===== config.mk =====
export PLATFORM = sky130hd
export DESIGN_NAME = keccak_core_arbiter_flat
export DESIGN_NICKNAME = d
export VERILOG_FILES = /design/src/rtl/keccak_core_arbiter_pkg.sv /design/src/rtl/keccak_core_arbiter_if.sv /design/src/rtl/keccak_core_arbiter_rr_arbiter.sv /design/src/rtl/keccak_core_arbiter.sv /design/src/flat_wrapper.sv
export SDC_FILE = /design/constraint.sdc
export NUM_CORES = 1
export LEC_CHECK = 0
export ABC_AREA = 1
export CAP_MARGIN = 20
export CORE_AREA = 2 2 191 193
export DETAILED_ROUTE_END_ITERATION = 10
export DIE_AREA = 0 0 193 195
export MAX_ROUTING_LAYER = met4
export PLACE_DENSITY = 0.49
export SKIP_LAST_GASP = 1
export SYNTH_ARGS = -nofsm -noshare
export SYNTH_HDL_FRONTEND = slang
export SYNTH_SLANG_ARGS = --single-unit

===== constraint.sdc =====
create_clock -name clk -period 3.7 [get_ports clk]
set_input_delay 0.74 -clock clk [delete_from_list [all_inputs] [get_ports clk]]
set_output_delay 0.74 -clock clk [all_outputs]
set_load 0.005 [all_outputs]

===== src/rtl/keccak_core_arbiter_pkg.sv =====
`default_nettype none
// ============================================================================
//  Module   : keccak_core_arbiter_pkg
//  Purpose  : Shared types and constants for the Keccak core arbiter slice:
//             hash mode encoding, sponge rates, arbiter FSM states and the
//             grant-index width helper.
//  Ports    : none (package)
//  Revision : 1.0  initial release
// ============================================================================
package keccak_core_arbiter_pkg;

   typedef enum logic [1:0] {
      SHA3_256 = 2'd0,
      SHA3_512 = 2'd1,
      SHAKE128 = 2'd2,
      SHAKE256 = 2'd3
   } mode_t;

   // Sponge rates in bytes for each mode
   localparam int RATE_SHA3_256 = 136;
   localparam int RATE_SHA3_512 = 72;
   localparam int RATE_SHAKE128 = 168;
   localparam int RATE_SHAKE256 = 136;

   typedef enum logic [2:0] {
      ST_IDLE    = 3'd0,
      ST_GRANT   = 3'd1,
      ST_ABSORB  = 3'd2,
      ST_SQUEEZE = 3'd3,
      ST_RELEASE = 3'd4
   } state_t;

   // Grant index width; a single requester still needs a 1-bit index
   function automatic int idw(input int n);
      return (n > 1) ? $clog2(n) : 1;
   endfunction

   function automatic int rate_bytes(input mode_t m);
      case (m)
         SHA3_256: return RATE_SHA3_256;
         SHA3_512: return RATE_SHA3_512;
         SHAKE128: return RATE_SHAKE128;
         default:  return RATE_SHAKE256;
      endcase
   endfunction

endpackage
`default_nettype wire


===== src/rtl/keccak_core_arbiter_if.sv =====
`default_nettype none
// ============================================================================
//  Module   : keccak_core_arbiter_if
//  Purpose  : Arbiter <-> Keccak core link: start/config, absorb stream into
//             the core and squeeze stream out of it.
//  Ports    : start, mode, outlen         config (arbiter -> core)
//             in_valid/in_data/in_last    absorb beat (arbiter -> core)
//             in_ready                    absorb accept (core -> arbiter)
//             out_valid/out_data          squeeze word (core -> arbiter)
//             out_ready                   squeeze accept (arbiter -> core)
//             modport master = arbiter side, slave = core side
//  Revision : 1.0  initial release
// ============================================================================
interface keccak_core_arbiter_if
   import keccak_core_arbiter_pkg::*;
#(
   parameter int W    = 64,
   parameter int LENW = 16
);
   logic            start;
   mode_t           mode;
   logic [LENW-1:0] outlen;
   logic            in_valid;
   logic [W-1:0]    in_data;
   logic            in_last;
   logic            in_ready;
   logic            out_valid;
   logic [W-1:0]    out_data;
   logic            out_ready;

   modport master (
      output start, mode, outlen, in_valid, in_data, in_last, out_ready,
      input  in_ready, out_valid, out_data
   );

   modport slave (
      input  start, mode, outlen, in_valid, in_data, in_last, out_ready,
      output in_ready, out_valid, out_data
   );
endinterface
`default_nettype wire


===== src/rtl/keccak_core_arbiter_rr_arbiter.sv =====
`default_nettype none
// ============================================================================
//  Module   : keccak_core_arbiter_rr_arbiter
//  Purpose  : Combinational round-robin pick: first set request bit at or
//             after the pointer, wrapping at NUM_REQ.
//  Ports    : req_i  request vector      ptr_i  search start index
//             gnt_o  one-hot winner      idx_o  winner index
//  Revision : 1.0  initial release
// ============================================================================
module keccak_core_arbiter_rr_arbiter
   import keccak_core_arbiter_pkg::*;
#(
   parameter  int NUM_REQ = 3,
   localparam int IDW     = idw(NUM_REQ)
) (
   input  logic [NUM_REQ-1:0] req_i,
   input  logic [IDW-1:0]     ptr_i,
   output logic [NUM_REQ-1:0] gnt_o,
   output logic [IDW-1:0]     idx_o
);

   logic         found;
   logic [IDW:0] slot;   // one spare bit so ptr+k cannot overflow before wrap

   always_comb begin
      gnt_o = '0;
      idx_o = '0;
      found = 1'b0;
      slot  = '0;
      for (int k = 0; k < NUM_REQ; k++) begin
         slot = {1'b0, ptr_i} + (IDW+1)'(k);
         if (slot >= (IDW+1)'(NUM_REQ)) begin
            slot = slot - (IDW+1)'(NUM_REQ);
         end
         if (!found && req_i[slot[IDW-1:0]]) begin
            found                  = 1'b1;
            gnt_o[slot[IDW-1:0]]   = 1'b1;
            idx_o                  = slot[IDW-1:0];
         end
      end
   end

endmodule
`default_nettype wire


===== src/rtl/keccak_core_arbiter.sv =====
`default_nettype none
// ============================================================================
//  Module   : keccak_core_arbiter
//  Purpose  : Shares one Keccak/SHAKE core among NUM_REQ requesters. A grant
//             covers one whole message (config, absorb, squeeze of OUTLEN
//             words); owners are picked round-robin.
//  Ports    : clk, rst (sync, active low)
//             req_valid_i/req_data_i/req_last_i/req_mode_i/req_outlen_i,
//             req_ready_o                       requester absorb side
//             rsp_valid_o/rsp_data_o/rsp_last_o, rsp_ready_i
//                                               requester squeeze side
//             core (master modport)             link to the Keccak core
//             busy_o, grant_id_o, err_o         status
//  Revision : 1.0  initial release
// ============================================================================
module keccak_core_arbiter
   import keccak_core_arbiter_pkg::*;
#(
   parameter  int NUM_REQ = 3,
   parameter  int W       = 64,
   parameter  int LENW    = 16,
   localparam int IDW     = idw(NUM_REQ)
) (
   input  logic                     clk,
   input  logic                     rst,
   input  logic [NUM_REQ-1:0]       req_valid_i,
   input  logic [NUM_REQ*W-1:0]     req_data_i,
   input  logic [NUM_REQ-1:0]       req_last_i,
   input  logic [NUM_REQ*2-1:0]     req_mode_i,
   input  logic [NUM_REQ*LENW-1:0]  req_outlen_i,
   output logic [NUM_REQ-1:0]       req_ready_o,
   output logic [NUM_REQ-1:0]       rsp_valid_o,
   output logic [W-1:0]             rsp_data_o,
   output logic                     rsp_last_o,
   input  logic [NUM_REQ-1:0]       rsp_ready_i,
   keccak_core_arbiter_if.master    core,
   output logic                     busy_o,
   output logic [IDW-1:0]           grant_id_o,
   output logic                     err_o
);

   state_t          state_q;
   logic [IDW-1:0]  id_q;
   logic [IDW-1:0]  rr_q;
   mode_t           mode_q;
   logic [LENW-1:0] outlen_q;
   logic [LENW-1:0] cnt_q;
   logic            start_q;
   logic            busy_q;
   logic            err_q;

   logic [NUM_REQ-1:0] w_gnt;
   logic [IDW-1:0]     w_win;
   logic               w_any;

   logic [W-1:0]    w_req_data   [NUM_REQ];
   logic [1:0]      w_req_mode   [NUM_REQ];
   logic [LENW-1:0] w_req_outlen [NUM_REQ];

   logic         w_in_valid;
   logic [W-1:0] w_in_data;
   logic         w_in_last;
   logic         w_out_ready;
   logic         w_in_fire;
   logic         w_out_fire;

   // Unpack flat per-requester buses into slot arrays
   for (genvar i = 0; i < NUM_REQ; i++) begin : g_slot
      assign w_req_data[i]   = req_data_i[i*W +: W];
      assign w_req_mode[i]   = req_mode_i[i*2 +: 2];
      assign w_req_outlen[i] = req_outlen_i[i*LENW +: LENW];
   end

   keccak_core_arbiter_rr_arbiter #(
      .NUM_REQ (NUM_REQ)
   ) u_rr (
      .req_i  (req_valid_i),
      .ptr_i  (rr_q),
      .gnt_o  (w_gnt),
      .idx_o  (w_win)
   );

   assign w_any = |w_gnt;

   // Owner pass-through; everything is forced low outside its phase so
   // non-owners and idle cycles never see a handshake.
   always_comb begin
      req_ready_o = '0;
      rsp_valid_o = '0;
      rsp_data_o  = '0;
      rsp_last_o  = 1'b0;
      w_in_valid  = 1'b0;
      w_in_data   = '0;
      w_in_last   = 1'b0;
      w_out_ready = 1'b0;
      case (state_q)
         ST_ABSORB: begin
            w_in_valid         = req_valid_i[id_q];
            w_in_data          = w_req_data[id_q];
            w_in_last          = req_last_i[id_q];
            req_ready_o[id_q]  = core.in_ready;
         end
         ST_SQUEEZE: begin
            rsp_valid_o[id_q]  = core.out_valid;
            rsp_data_o         = core.out_data;
            rsp_last_o         = (cnt_q == LENW'(1));
            w_out_ready        = rsp_ready_i[id_q];
         end
         default: ;
      endcase
   end

   assign w_in_fire  = w_in_valid & core.in_ready;
   assign w_out_fire = w_out_ready & core.out_valid;

   assign core.start     = start_q;
   assign core.mode      = mode_q;
   assign core.outlen    = outlen_q;
   assign core.in_valid  = w_in_valid;
   assign core.in_data   = w_in_data;
   assign core.in_last   = w_in_last;
   assign core.out_ready = w_out_ready;

   assign busy_o     = busy_q;
   assign grant_id_o = id_q;
   assign err_o      = err_q;

   always_ff @(posedge clk) begin
      if (!rst) begin
         state_q  <= ST_IDLE;
         id_q     <= '0;
         rr_q     <= '0;
         mode_q   <= SHA3_256;
         outlen_q <= '0;
         cnt_q    <= '0;
         start_q  <= 1'b0;
         busy_q   <= 1'b0;
         err_q    <= 1'b0;
      end else begin
         case (state_q)
            ST_IDLE: begin
               if (w_any) begin
                  // Config is captured here so it is already stable on the
                  // core port during the start pulse.
                  id_q     <= w_win;
                  mode_q   <= mode_t'(w_req_mode[w_win]);
                  outlen_q <= (w_req_outlen[w_win] == '0) ? LENW'(1)
                                                          : w_req_outlen[w_win];
                  start_q  <= 1'b1;
                  busy_q   <= 1'b1;
                  state_q  <= ST_GRANT;
               end
            end
            ST_GRANT: begin
               start_q <= 1'b0;
               cnt_q   <= outlen_q;
               state_q <= ST_ABSORB;
            end
            ST_ABSORB: begin
               if (w_in_fire && w_in_last) begin
                  state_q <= ST_SQUEEZE;
               end
            end
            ST_SQUEEZE: begin
               if (w_out_fire) begin
                  cnt_q <= cnt_q - LENW'(1);
                  if (cnt_q == LENW'(1)) begin
                     state_q <= ST_RELEASE;
                  end
               end
            end
            ST_RELEASE: begin
               rr_q    <= (id_q == IDW'(NUM_REQ-1)) ? '0 : id_q + IDW'(1);
               busy_q  <= 1'b0;
               state_q <= ST_IDLE;
            end
            default: begin
               state_q <= ST_IDLE;
            end
         endcase
         // The core link carries no end-of-data flag, so nothing can raise
         // the sticky error; it only holds its reset value.
         err_q <= err_q;
      end
   end

endmodule
`default_nettype wire


===== src/flat_wrapper.sv =====
// flat-port wrapper written by rule: the top's interface ports become plain ports
module keccak_core_arbiter_flat import keccak_core_arbiter_pkg::*;
#(
   parameter  int NUM_REQ = 3,
   parameter  int W       = 64,
   parameter  int LENW    = 16,
   localparam int IDW     = idw(NUM_REQ)
)
  (clk, rst, req_valid_i, req_data_i, req_last_i, req_mode_i, req_outlen_i, req_ready_o, rsp_valid_o, rsp_data_o, rsp_last_o, rsp_ready_i, busy_o, grant_id_o, err_o, core_start, core_mode, core_outlen, core_in_valid, core_in_data, core_in_last, core_out_ready, core_in_ready, core_out_valid, core_out_data);
  keccak_core_arbiter_if #(.W(W), .LENW(LENW)) core_i ();
  input  logic clk;
  input  logic rst;
  input  logic [NUM_REQ-1:0] req_valid_i;
  input  logic [NUM_REQ*W-1:0] req_data_i;
  input  logic [NUM_REQ-1:0] req_last_i;
  input  logic [NUM_REQ*2-1:0] req_mode_i;
  input  logic [NUM_REQ*LENW-1:0] req_outlen_i;
  output logic [NUM_REQ-1:0] req_ready_o;
  output logic [NUM_REQ-1:0] rsp_valid_o;
  output logic [W-1:0] rsp_data_o;
  output logic rsp_last_o;
  input  logic [NUM_REQ-1:0] rsp_ready_i;
  output logic busy_o;
  output logic [IDW-1:0] grant_id_o;
  output logic err_o;
  output wire logic [$bits(core_i.start)-1:0] core_start;
  output wire logic [$bits(core_i.mode)-1:0] core_mode;
  output wire logic [$bits(core_i.outlen)-1:0] core_outlen;
  output wire logic [$bits(core_i.in_valid)-1:0] core_in_valid;
  output wire logic [$bits(core_i.in_data)-1:0] core_in_data;
  output wire logic [$bits(core_i.in_last)-1:0] core_in_last;
  output wire logic [$bits(core_i.out_ready)-1:0] core_out_ready;
  input wire logic [$bits(core_i.in_ready)-1:0] core_in_ready;
  input wire logic [$bits(core_i.out_valid)-1:0] core_out_valid;
  input wire logic [$bits(core_i.out_data)-1:0] core_out_data;
  assign core_start = core_i.start;
  assign core_mode = core_i.mode;
  assign core_outlen = core_i.outlen;
  assign core_in_valid = core_i.in_valid;
  assign core_in_data = core_i.in_data;
  assign core_in_last = core_i.in_last;
  assign core_out_ready = core_i.out_ready;
  assign core_i.in_ready = core_in_ready;
  assign core_i.out_valid = core_out_valid;
  assign core_i.out_data = core_out_data;
  keccak_core_arbiter #(.NUM_REQ(NUM_REQ), .W(W), .LENW(LENW)) u_core (.clk(clk), .rst(rst), .req_valid_i(req_valid_i), .req_data_i(req_data_i), .req_last_i(req_last_i), .req_mode_i(req_mode_i), .req_outlen_i(req_outlen_i), .req_ready_o(req_ready_o), .rsp_valid_o(rsp_valid_o), .rsp_data_o(rsp_data_o), .rsp_last_o(rsp_last_o), .rsp_ready_i(rsp_ready_i), .core(core_i), .busy_o(busy_o), .grant_id_o(grant_id_o), .err_o(err_o));
endmodule

## Word level (Yosys, flattened, before mapping)

Cells that the tools add are included.

- Register bits after elaboration: 43
- Bits of input ports: 323
- Output and inout bits: 161

- Add/subtract/negate cells: 7
- $lt $le $gt $ge: 13
- Equal/unequal tests: 10
- Mux-type cells: 60
- Bitwise logic cells: 8
- Reductions and logical operators: 20

Operators by type and width:

| kind | number |
|---|---|
| $mux W64 | 4 |
| $bmux W64 S2 | 1 |
| $mux W16 | 4 |
| $bmux W16 S2 | 1 |
| $pmux W16 S2 | 1 |
| $mux W3 | 9 |
| $mux W2 | 9 |
| $mux W1 | 17 |
| $eq A16 B1 Y1 const B | 1 |
| $logic_not A16 Y1 | 1 |
| $sub A16 B1 Y16 const B | 1 |
| $bmux W1 S2 | 6 |
| $lt A2 B3 Y1 const B | 4 |
| $pmux W3 S4 | 1 |
| $demux W1 S2 | 4 |
| $ge A2 B1 Y1 const B | 4 |
| $ne A2 B1 Y1 const B | 4 |
| $reduce_and A2 Y1 | 4 |
| $logic_and A1 B1 Y1 | 7 |
| $and A3 B3 Y3 | 2 |
| $eq A3 B2 Y1 const B | 2 |
| $ge A3 B2 Y1 const B | 2 |
| $ge A3 B3 Y1 const B | 2 |
| $not A2 Y3 | 2 |
| 17 further kinds | 25 |

## Depth between registers and ports, before layout

Gate-level depths: netlist of run 1.

- Depth after elaboration: 17
- Gate-level depth with buffers: 21

## By module

From an unflattened synthesis of run 1, not the netlist that was laid out.

- Cell total of the unflattened synthesis: 1,042
- Area total of the unflattened synthesis: 5,317.6 um2

By module, submodules not included:

| module | instances | cells each | area an instance (um2) | sequential area each (um2) |
|---|---|---|---|---|
| keccak_core_arbiter | 1 | 979 | 4,991.0 | 860.8 |
| keccak_core_arbiter_rr_arbiter | 1 | 63 | 326.6 | 0.0 |

## Worst setup path before layout of run 1

Ideal clock, no wire load.

- Path kind: reg2out
- From: reg u_core.state_q[2]
- To: out core_in_data[10]
- Data arrival time: 1.468 ns
- Data required time: 2.960 ns
- Setup slack: 1.492 ns
- Stages on the path, launching flop included: 8
- Path buffers: 2
- Path through: dfxtp_1 > nor2_1 > inv_1 > nor2_1 > clkbuf_1 > buf_1 > nand2_1 > inv_1

- Word-level cells in the longest chain between the ends: 2

Ends and longest elaborated chain:

| element | line | source |
|---|---|---|
| start, declared | keccak_core_arbiter.sv:42 | `state_t state_q;` |
| start signal, assigned | keccak_core_arbiter.sv:130 | `state_q <= ST_IDLE;` |
| start signal, assigned | keccak_core_arbiter.sv:151 | `state_q <= ST_GRANT;` |
| start signal, assigned | keccak_core_arbiter.sv:157 | `state_q <= ST_ABSORB;` |
| $eq A3 B2 Y1 | keccak_core_arbiter.sv:96 | `case (state_q)` |
| $mux W64 | keccak_core_arbiter.sv:96 |  |
| end, declared | flat_wrapper.sv:30 | `output wire logic [$bits(core_i.in_data)-1:0] core_in_data;` |

Every way passes these cells.

## Final worst setup path of run 1

- From: reg u_core.id_q[1], in the netlist u_core.grant_id_o[1]
- To: out core_in_data[36]

- Word-level cells in the longest chain between the ends: 5

Ends and longest elaborated chain:

| element | line | source |
|---|---|---|
| start, declared | keccak_core_arbiter.sv:43 | `logic [IDW-1:0] id_q;` |
| start signal, assigned | keccak_core_arbiter.sv:145 | `id_q <= w_win;` |
| $not A2 Y3 (implied by the code) | keccak_core_arbiter.sv:99 | `w_in_data = w_req_data[id_q];` |
| $bmux W64 S2 | keccak_core_arbiter.sv:99 |  |
| $mux W64 (implied by the code) (2 in a row) | keccak_core_arbiter.sv:99 |  |
| $mux W64 | keccak_core_arbiter.sv:96 |  |

Every way passes these cells. The select of a mux whose other input is x is not followed.

==> results of run 1 <==
==> worst max-delay path, stage by stage (launching register included) <==
cell,delay [ps]
dfxtp_1,320
inv_1,150
nand2_1,180
inv_2,350
buf_12,250
buf_4,210
nand2_1,80
nand3_1,80
nand2_1,50
inv_1,70
clkdlybuf4s50_1,530
==> worst max-delay path by stage <==
stage                                      start               end  slack, ps  cells after the start
2_1_floorplan     u_core.state_q[2]$_SDFFE_PN0P_  core_in_data[10]       1490                      7
3_3_place_gp                      req_valid_i[0]     core_in_valid        600                      6
3_5_place_dp                      req_valid_i[0]     core_in_valid        590                      6
4_1_cts        u_core.grant_id_o[1]$_SDFFE_PN0P_  core_in_data[36]        350                     10
5_1_grt        u_core.grant_id_o[1]$_SDFFE_PN0P_  core_in_data[48]        210                     10
6_report       u_core.grant_id_o[1]$_SDFFE_PN0P_  core_in_data[36]        360                     10
==> power groups by stage <==
stage | clock network [uW] | logic, uW | registers (uW)
detailed placement | 0 | 3180 | 766
floorplan | 0 | 1570 | 717
global placement | 0 | 3180 | 765
global route | 608 | 3530 | 777
CTS | 594 | 3200 | 759
finish | 585 | 3150 | 757
==> area by class of cell <==
cell class / instances / area [um^2] / share of cell area, %
clock inverters: 3 / 67.6 / 0.628
flip-flops and latches: 43 / 861 / 8.00
inverters: 207 / 777 / 7.22
diodes: 4 / 10.0 / 0.0930
repair buffers: 496 / 4980 / 46.3
clock buffers: 5 / 125 / 1.16
well taps: 461 / 577 / 5.36
multi-input cells: 751 / 3360 / 31.2
==> synth_stat cells, types with 2 or more instances <==
cell / number / area [um^2]
buf_2: 4 / 20.0
nor3_1: 9 / 45.0
a21oi_1: 33 / 165
o21bai_1: 2 / 15.0
nand4_1: 5 / 31.3
nand3_1: 101 / 505
o31ai_1: 2 / 15.0
a211oi_1: 3 / 22.5
inv_1: 200 / 751
clkinv_1: 2 / 7.51
o21ai_0: 42 / 210
nor4_1: 2 / 12.5
ha_1: 6 / 75.1
buf_6: 3 / 33.8
a221oi_1: 2 / 17.5
a31oi_1: 8 / 50.1
buf_4: 2 / 15.0
inv_2: 5 / 18.8
nand3b_1: 9 / 67.6
buf_1: 15 / 56.3
nand3_2: 2 / 20.0
o221ai_1: 2 / 17.5
xor2_1: 5 / 43.8
clkbuf_1: 31 / 116
dfxtp_1: 43 / 861
nand2_2: 4 / 25.0
nand2_1: 380 / 1430
nor2_1: 124 / 465
==> through the flow <==
| step | std cells | area [um^2] |
|---|---|---|
| after global placement | 1958 | 10600 |
| after floorplan | 1056 | 5210 |
| after detailed placement | 1958 | 10600 |
| after CTS | 1966 | 10700 |
| after global routing | 1970 | 10800 |
| final | 1970 | 10800 |
==> per-layer routing <==
| layer | vias to the layer above | global-route usage [%] |
|---|---|---|
| li1 | 4087 | - |
| met1 | 3489 | 18.8 |
| met2 | 322 | 26.2 |
| met3 | 31 | 2.77 |
| met4 | 0 | 2.95 |
| met5 | - | - |
==> sequential cells by signal (all words and copies together) (netlist names) <==
| name | flops |
|---|---|
| u_core.grant_id_o | 2 |
| u_core.core.mode | 2 |
| u_core.busy_o | 1 |
| u_core.cnt_q | 16 |
| u_core.rr_q | 2 |
| u_core.core.start | 1 |
| u_core.core.outlen | 16 |
| u_core.state_q | 3 |
==> cell families after synthesis <==
group                      count (synthesis)
and+or+nand+nor                          641
buffers and inverters                    262
AOI/OAI and AO/OA                         97
DFF                                       43
xor gates and xnor gates                   6
adders and majority gates                  6
other                                      1
==> metrics.md, run 1 <==
| Metric | Value |
|---|---|
| Critical Path Source Type | flop |
| Sw frac | 44.8% |
| FF-to-FF setup slack | around 960 ps |
| Layout area overhead | 106% |
| Final Setup Violations | 0 |
| Die Area | 37600 um^2 |
| Adder-cell share of the synthesized area | 1.44% |
| WHS | roughly 470 ps |
| Min-delay worst type | flop to flop |
| Met2 wire len | approximately 14000 um |
| Metal-1 WL | roughly 13000 um |
| Initial core utilization | between 10 and 15% |
| Post-synth ARST share | 0% |
| Met3 WL | 2400 um |
| Logic pwr share | a little over two thirds |
| Mapped Nets | approximately 1400 |
| Worst Hold Path Cells | 2 |
| Commonest non-fill, non-tap cell in the layout | clkdlybuf4s50_1 |
| Drt first pass iters | 5 |
| Mapped cell area | roughly 5200 um^2 |
| Filler Cell Count | ~4000 |
| # rows | 69 |
| Slew headroom | 40.0% |
| Synth Register Bits | 43 |
| Synth unique cells | 38 |
| Clock root buffer master | clkbuf_16 |
| Syn Area/Cell | between 4 and 5 um^2 |
| Synthesis warning total | 0 |
| Grt ovf | 0 |
| Number of global-route vias before repair | 7622 |
| Final Cycle Share | between 90% and 100% |
| Vias per inst | between 4 and 5 |
| CTS clk-pin slew, worst paths | 70 ps |
| Avg WL per Cell | between 15 and 20 um |
| Fraction of synthesized cell area in xor and xnor cells | under 10% |
| CTS tree | yes |
| FF-to-FF Start | u_core.rr_q[0]$_SDFFE_PN0P_ |
| Reg-to-Reg End | u_core.core.outlen[2]$_SDFFE_PN0P_ |
| Max VDD drop | 0.270 mV |
| Critical path class | flop to output pin |
| Top Metal Used | met4 |
| Hpwl dp | approximately 25000 um |
| Hold-fix buffers, CTS | 0 |
| Hold Violations, Final | 0 |
| Crit Path Max Fanout | 32 |
| Total power | 4490 uW |
| I/O pin total | approximately 480 |
| Largest family of logic cells by synthesized area | simple AND/OR/NAND/NOR gates |
| NetSw | a little over 2000 uW |
| Int Pwr | ~2500 uW |
| DIE WIDTH | roughly 190 um |
| Largest net degree at the start of global routing | 86 |
| Most frequent cells in the layout | clkdlybuf4s50_1 (482), nand2_1 (380), inv_1 (198) |
| RSZ-0062 raised after global routing | false |
| Critical Path RT | between 2000 and 3000 ps |
| Post-CTS Setup Repair Bufs | 0 |
| GPL Wtd Cong | approximately 0.9 |
| Layout net count | roughly 1800 |
| CTS Buffer Depth | 2 |
| Slew Limit Fails | 0 |
| Hold endpoint | u_core.cnt_q[11]$_SDFFE_PN0P_ |
| Clock sinks | between 40 and 50 |
| Setup crit end kind | output pin |
| Gr usage total | around 15% |
| Max-cap violations | 0 |
| Sequential Power Share | 16.9% |
| PD cells | approximately 420 nW/um^2 |
| Die height | 195 um |
| Core area | roughly 35000 um^2 |
| Starting DRT DRC Count | between 400 and 500 |
| Reg2reg path depth | 16 |
| Status | finished, final reports clean |
| Tmin final | ~3300 ps |
| Global-route wire length before repair | 43900 um |
| I/O Buffers | 482 |
| Mapped Cells | roughly 1100 |
| Antenna violations before repair | 4 |
| Final core utilization | 30.4% |
| Synth Flop Type | dfxtp_1 |
| Post-synth EDFFs | 0 |
| Post-route antenna net violation count | 0 |
| Share of cells above drive strength 1 | 2.92% |
| Drt total wl | ~30000 um |
| Post-cts sizing count | 0 |
| Arrival @ worst endpoint | roughly 2600 ps |
| H-tree levels | 2 |
| Post-Synth Simple-Gate Area | between 50% and 60% |
| Via count | a little under 8000 |
| Max Clock Freq | between 200 and 300 MHz |
| Compound-Gate Fraction of Synth Area | approximately a tenth |
| Clock share of power | between 10% and 20% |
| Worst-Skew Late Latency | about 290 ps |
| Seq/Total Area, Yosys | between 10% and 20% |
| Setup_tns | 0 ps |
| Tightest Pin Transition | approximately 900 ps |
| Worst setup margin | 361 ps |
| CTS Buf Count | 5 |
| Worst Hold Launch | u_core.cnt_q[11]$_SDFFE_PN0P_ |
| Residual DRC | 0 |
| DP Worst Slack | about 590 ps |
| Leak | 0.00518 uW |
| Mux share of post-synthesis cell area | 0% |
| Clock Skew | 7.04 ps |
Note: power is estimated with default switching activity, not from simulation.
==> run 2: changes to the inputs <==
--- a/config.mk
+++ b/config.mk
@@ -10,6 +10,7 @@
 export CORE_AREA = 2 2 191 193
 export DETAILED_ROUTE_END_ITERATION = 10
 export DIE_AREA = 0 0 193 195
+export GPL_TIMING_DRIVEN = 0
 export MAX_ROUTING_LAYER = met4
 export PLACE_DENSITY = 0.49
 export SKIP_LAST_GASP = 1
==> run 2 against run 1 <==
Effect of this change: cell count rose by 1.9%; final area grew 0.44%; total power is 0.53% lower; wire length increased by 4.3%; clock power down 11%; worst hold slack got worse by 1.7 ps; maximum frequency down 4.5%; critical path depth decreased by 2; register-to-register slack gained 40 ps; count of clock-buffer cells in the layout increased by 1; global-route usage rose by 0.86 points; largest cell class unchanged.
==> metrics.md, run 2 (synthesized netlist as in run 1, its figures left out) <==
| Metric | Value |
|---|---|
| Max Clock Freq | 286 MHz (-4.5%) |
| Drt total wl | 31400 um (+4.3%) |
| Clock sinks | 43 (unchanged) |
| Drt first pass iters | 5 (unchanged) |
| RSZ-0062 raised after global routing | false |
| Vias per inst | 4.02 (-0.20%) |
| Share of cells above drive strength 1 | 2.91% (-0.0091 points) |
| Logic pwr share | 71.1% (+1.0 points) |
| Critical Path RT | 2960 ps (about the same) |
| Core area | 35400 um^2 (unchanged) |
| Die height | 195 um (unchanged) |
| I/O pin total | 484 (unchanged) |
| Post-route antenna net violation count | 0 (unchanged) |
| CTS Buffer Depth | 2 (unchanged) |
| Starting DRT DRC Count | 462 (-2.3%) |
| Antenna violations before repair | 2 (-2) |
| Hold Violations, Final | 0 (unchanged) |
| Die Area | 37600 um^2 (unchanged) |
| Gr usage total | 16.2% (+0.86 points) |
| Hold-fix buffers, CTS | 0 (unchanged) |
| CTS clk-pin slew, worst paths | 60 ps (about the same) |
| Number of global-route vias before repair | 7895 (+3.6%) |
| Hpwl dp | 27200 um (+9.9%) |
| Residual DRC | 0 (unchanged) |
| Global-route wire length before repair | 45900 um (+4.4%) |
| Via count | 8062 (+1.7%) |
| Int Pwr | 2410 uW (-2.8%) |
| H-tree levels | 2 (unchanged) |
| NetSw | 2060 uW (+2.3%) |
| Clock Skew | 2.98 ps (-4.06 ps) |
| GPL Wtd Cong | 0.913 (-1.0%) |
| Sw frac | 46.1% (+1.3 points) |
| Slew Limit Fails | 0 (unchanged) |
| Clock share of power | 11.7% (-1.3 points) |
| Layout area overhead | 107% |
| Clock root buffer master | clkbuf_16 |
| Arrival @ worst endpoint | 2750 ps (+150 ps) |
| Critical Path Source Type | flop |
| Leak | 0.00520 uW (+0.32%) |
| Most frequent cells in the layout | clkdlybuf4s50_1 (482), nand2_1 (380), inv_1 (198) |
| Avg WL per Cell | 15.6 um (+2.3%) |
| Sequential Power Share | 17.2% (+0.3 points) |
| I/O Buffers | 482 (unchanged) |
| PD cells | 413 nW/um^2 (-0.96%) |
| Setup crit end kind | output pin |
| Min-delay worst type | flop to flop |
| Final Setup Violations | 0 (unchanged) |
| Largest net degree at the start of global routing | 14 (-84%) |
| Grt ovf | 0 (unchanged) |
| Crit Path Max Fanout | 10 (-69%) |
| Max-cap violations | 0 (unchanged) |
| CTS tree | yes |
| Status | finished, final reports clean |
| Final Cycle Share | 94.5% (+4.2 points) |
| DIE WIDTH | 193 um (unchanged) |
| Critical path class | flop to output pin |
| Slew headroom | 58.0% (+18 points) |
| # rows | 69 (unchanged) |
| Max VDD drop | 0.248 mV (-8.1%) |
| CTS Buf Count | 5 (unchanged) |
| Initial core utilization | 14.7% (unchanged) |
| Worst-Skew Late Latency | 290 ps (about the same) |
| Total power | 4470 uW (-0.53%) |
| Tmin final | 3490 ps (+156 ps) |
| Setup_tns | 0 ps (unchanged) |
| Commonest non-fill, non-tap cell in the layout | clkdlybuf4s50_1 |
| Tightest Pin Transition | 630 ps (-269 ps) |
| WHS | 468 ps (-1.66 ps) |
| Layout net count | 1872 (+2.1%) |
| Post-CTS Setup Repair Bufs | 0 (unchanged) |
==> run 2: changes by cell type in the layout (fill, tap and decap cells not counted), sizes merged <==
cell / change
bufinv: -1
inv: -2
clkinvlp: +1
clkinv: +1
diode: -2
buf: +8
clkbuf: +32
==> run 2: routing by layer <==
metal  global-route usage (%)  vias to the layer above  share of wire [%]
li1                         -                     4163                  -
met1                     20.0                     3587                 42
met2                     28.7                      295                 50
met3                     1.89                       17                6.9
met4                     2.10                        0                1.1
met5                        -                        -                  0
==> run 2: layout make-up <==
type	count	area [um^2]
clock inverters	2	35.0
repair buffers	482	4820
diodes	2	5.00
plain buffers	53	244
well taps	461	577
flip-flops and latches	43	861
multi-input cells	751	3340
inverters	207	785
clock buffers	6	139
fillers	3960	24600
==> run 2: power groups by stage <==
stage	sequential, uW	combinational [uW]	clock, uW
after floorplan	717	1570	0
after global placement	776	3190	0
after detailed placement	775	3190	0
after CTS	765	3200	529
after global routing	784	3560	547
final	767	3180	523
==> run 2: worst paths after layout <==
kind | from | to | slack (ps) | depth (start not counted)
worst min register to register | u_core.core.mode[1]$_SDFFE_PN0P_ | u_core.core.mode[1]$_SDFFE_PN0P_ | 470 | 2
worst max-delay path | u_core.state_q[2]$_SDFFE_PN0P_ | core_in_data[16] | 210 | 8
worst min-delay path | u_core.core.mode[1]$_SDFFE_PN0P_ | u_core.core.mode[1]$_SDFFE_PN0P_ | 470 | 2
worst max register to register | u_core.rr_q[0]$_SDFFE_PN0P_ | u_core.core.outlen[0]$_SDFFE_PN0P_ | 1000 | 17
==> run 2: through the flow <==
step                      instance area (um^2)  setup slack [ps]  cells  util [%]
after CTS                                10800              56.9   2005      30.5
final                                    10800               205   2007      30.5
after global routing                     10800              1.01   2007      30.5
after global placement                   10600               123   1999      30.0
after floorplan                           5210              1490   1056         -
after detailed placement                 10600              98.7   1999      30.0
==> run 2: worst max-delay path: stages, from the launching register on <==
cell	delay, ps
dfxtp_1	320
nor2_1	250
inv_1	70
nor2_1	250
clkbuf_2	340
buf_1	480
nand2_1	140
inv_1	70
clkdlybuf4s50_1	530
==> run 2: timing repair <==
item                       CTS  global route
setup endpoints to repair   56            31
cloned                       0             0
pin swaps                    0             0
gates resized for setup      4             9
==> run 3: changes to the inputs <==
--- a/config.mk
+++ b/config.mk
@@ -7,13 +7,14 @@
 export LEC_CHECK = 0
 export ABC_AREA = 1
 export CAP_MARGIN = 20
-export CORE_AREA = 2 2 191 193
+export CORE_AREA = 2 2 187 189
 export DETAILED_ROUTE_END_ITERATION = 10
-export DIE_AREA = 0 0 193 195
+export DIE_AREA = 0 0 189 191
 export GPL_TIMING_DRIVEN = 0
 export MAX_ROUTING_LAYER = met4
-export PLACE_DENSITY = 0.49
+export PLACE_DENSITY = 0.5
 export SKIP_LAST_GASP = 1
 export SYNTH_ARGS = -nofsm -noshare
 export SYNTH_HDL_FRONTEND = slang
+export SYNTH_HIERARCHICAL = 1
 export SYNTH_SLANG_ARGS = --single-unit
==> run 3 against run 2 <==
Effect of this change: synthesized cell count down 1.3%; register-to-register slack lost 130 ps; largest power group unchanged; critical path depth did not move; clock power is 10% higher; sequential share of layout area fell by 0.077 points; sequential cell count unchanged; setup slack gained 260 ps; critical path type unchanged; sequential power up 3.3%.
==> metrics.md, run 3 <==
| Metric | Value |
|---|---|
| Arrival @ worst endpoint | 2500 ps (-250 ps) |
| Commonest non-fill, non-tap cell in the layout | clkdlybuf4s50_1 |
| CTS clk-pin slew, worst paths | 60 ps (about the same) |
| CTS tree | yes |
| CTS Buf Count | 5 (unchanged) |
| Via count | 8001 (-0.76%) |
| Syn Area/Cell | 5.10 um^2 (+3.4%) |
| Min-delay worst type | flop to flop |
| Synth Flop Type | dfxtp_1 |
| Clock sinks | 43 (unchanged) |
| Post-cts sizing count | 0 (-4) |
| Cell taking the most area after synthesis | nand2_1 |
| Layout area overhead | 105% |
| Most frequent cells in the layout | clkdlybuf4s50_1 (482), nand2_1 (363), inv_1 (201) |
| Slew Limit Fails | 0 (unchanged) |
| Hpwl dp | 26400 um (-2.8%) |
| Die Area | 36100 um^2 (-4.1%) |
| Synth cell count leaders | nand2_1 (363), inv_1 (201), nor2_1 (129) |
| Most frequent cell after synthesis | nand2_1 |
| Drt first pass iters | 5 (unchanged) |
| DIE WIDTH | 189 um (-2.1%) |
| Mapped Nets | 1371 (-1.0%) |
| Final Cycle Share | 87.5% (-7.0 points) |
| Layout net count | 1860 (-0.64%) |
| Filler Cell Count | 3774 (-4.7%) |
| Post-route antenna net violation count | 0 (unchanged) |
| Crit path from | u_core/grant_id_o[1]$_SDFFE_PN0P_ |
| # rows | 68 (-1.4%) |
| Post-synth EDFFs | 0 (unchanged) |
| Residual DRC | 0 (unchanged) |
| Max-cap violations | 0 (unchanged) |
| Tmin final | 3240 ps (-257 ps) |
| CTS Buffer Depth | 2 (unchanged) |
| Largest net degree at the start of global routing | 14 (unchanged) |
| Share of cells above drive strength 1 | 4.96% (+2.0 points) |
| Core area | 34100 um^2 (-3.6%) |
| Worst-Skew Late Latency | 290 ps (about the same) |
| Max Clock Freq | 309 MHz (+8.0%) |
| GPL Wtd Cong | 0.877 (-3.9%) |
| Synth Register Bits | 43 (unchanged) |
| Final core utilization | 32.0% (+1.5 points) |
| Clock root buffer master | clkbuf_16 |
| Crit Path Max Fanout | 10 (unchanged) |
| PD cells | 502 nW/um^2 (+22%) |
| RSZ-0062 raised after global routing | false |
| Number of global-route vias before repair | 7783 (-1.4%) |
| Leak | 0.00531 uW (+2.2%) |
| Top cell type's share of synthesized area | 25.6% (-1.7 points) |
| Hold-fix buffers, CTS | 0 (unchanged) |
| Mapped cell area | 5320 um^2 (+2.0%) |
| Mapped Cells | 1042 (-1.3%) |
| Setup crit end kind | output pin |
| Gr usage total | 16.8% (+0.61 points) |
| H-tree levels | 2 (unchanged) |
| Final Setup Violations | 0 (unchanged) |
| Antenna violations before repair | 3 (+1) |
| Tightest Pin Transition | 624 ps (-6.61 ps) |
| Seq/Total Area, Yosys | 16.2% (-0.33 points) |
| Synth area leaders | nand2_1 (26%), dfxtp_1 (16%), inv_1 (14%) |
| Initial core utilization | 15.6% (+0.86 points) |
| I/O Buffers | 482 (unchanged) |
| Clock Skew | 5.32 ps (+2.34 ps) |
| I/O pin total | 484 (unchanged) |
| Die height | 191 um (-2.1%) |
| Total power | 5480 uW (+23%) |
| Hold Violations, Final | 0 (unchanged) |
| Global-route wire length before repair | 45600 um (-0.56%) |
| Grt ovf | 0 (unchanged) |
| Status | finished, final reports clean |
| FF-to-FF Start | u_core/rr_q[0]$_SDFFE_PN0P_ |
| Synthesis warning total | 6 (+6) |
| Critical path class | flop to output pin |
| Avg WL per Cell | 15.6 um (about the same) |
| Vias per inst | 4.02 (about the same) |
| Max VDD drop | 0.244 mV (-1.4%) |
| Post-CTS Setup Repair Bufs | 0 (unchanged) |
| Critical Path RT | 2960 ps (about the same) |
| Setup_tns | 0 ps (unchanged) |
| Worst Hold Launch | u_core/core.start$_SDFFE_PN0P_ |
| Synth unique cells | 36 (-5.3%) |
| Drt total wl | 31100 um (-0.75%) |
| Slew headroom | 58.4% (+0.44 points) |
| Starting DRT DRC Count | 351 (-24%) |
| Post-synth ARST share | 0% (unchanged) |
| Critical Path Source Type | flop |
run 3: cell types whose count changed after synthesis, moves of 7 or more:
cell      before  now
a22oi_1        0   45
a31oi_1        8   18
buf_1         15    5
buf_2          4   23
buf_4          2    9
clkbuf_1      31   13
nand2_1      380  363
nand3_1      101   55
nand3b_1       9    0
run 3: layer usage:
layer	routed length (um)	track usage (%)	up-vias
li1	-	-	4147
met1	12900	19.3	3533
met2	15700	30.2	290
met3	1900	2.59	31
met4	607	4.60	0
met5	0	-	-
run 3: cell families after synthesis:
group / count (synthesis) / share of synthesized area (%)
AO/OA/AOI/OAI: 147 / 17.2
XOR/XNOR: 5 / 0.824
adder cells (fa/ha/maj): 6 / 1.41
buffers and inverters: 267 / 20.6
flip-flops: 43 / 16.2
other: 1 / 0.0705
AND/OR/NAND/NOR: 573 / 43.7
run 3: layout make-up:
type / instances / area [um^2] / area share [%]
multi-input combinational: 732 / 3360 / 30.8
inverter: 213 / 802 / 7.35
sequential: 43 / 861 / 7.89
tap: 455 / 569 / 5.22
clock buffer: 6 / 129 / 1.18
antenna: 4 / 10.0 / 0.0917
clock inverter: 2 / 60.1 / 0.550
timing repair buffer: 482 / 4820 / 44.2
buffer: 54 / 295 / 2.71
run 3: power by group:
group / internal (uW) / switching [uW] / total, uW
Clock: 387 / 189 / 576
Sequential: 630 / 162 / 792
Combinational: 1810 / 2300 / 4110
Total: 2830 / 2650 / 5480
run 3: worst paths after layout:
path / endpoint / slack, ps / cells after the start
setup / recovery: core_in_data[59] / 460 / 8
hold / removal: u_core/core.start$_SDFFE_PN0P_ / 480 / 2
setup reg to reg: u_core/core.outlen[0]$_SDFFE_PN0P_ / 870 / 21
hold reg to reg: u_core/core.start$_SDFFE_PN0P_ / 480 / 2
run 3: worst max-delay path, stage by stage, from the launching register on:
cell and delay, ps:
dfxtp_1 400, nor2_2 240, buf_2 320, buf_2 380, nand2_1 110, nand3_1 130, nand2_1 60, inv_1 50
clkdlybuf4s50_1 520
run 3: metrics by stage:
step	worst slack, ps	area [um^2]	hold slack, ps	cells
floorplan	1420	5320	456	1042
global placement	368	10700	455	1979
detailed placement	359	10700	462	1979
CTS	410	10900	477	1987
global route	294	10900	506	1990
finish	462	10900	476	1991
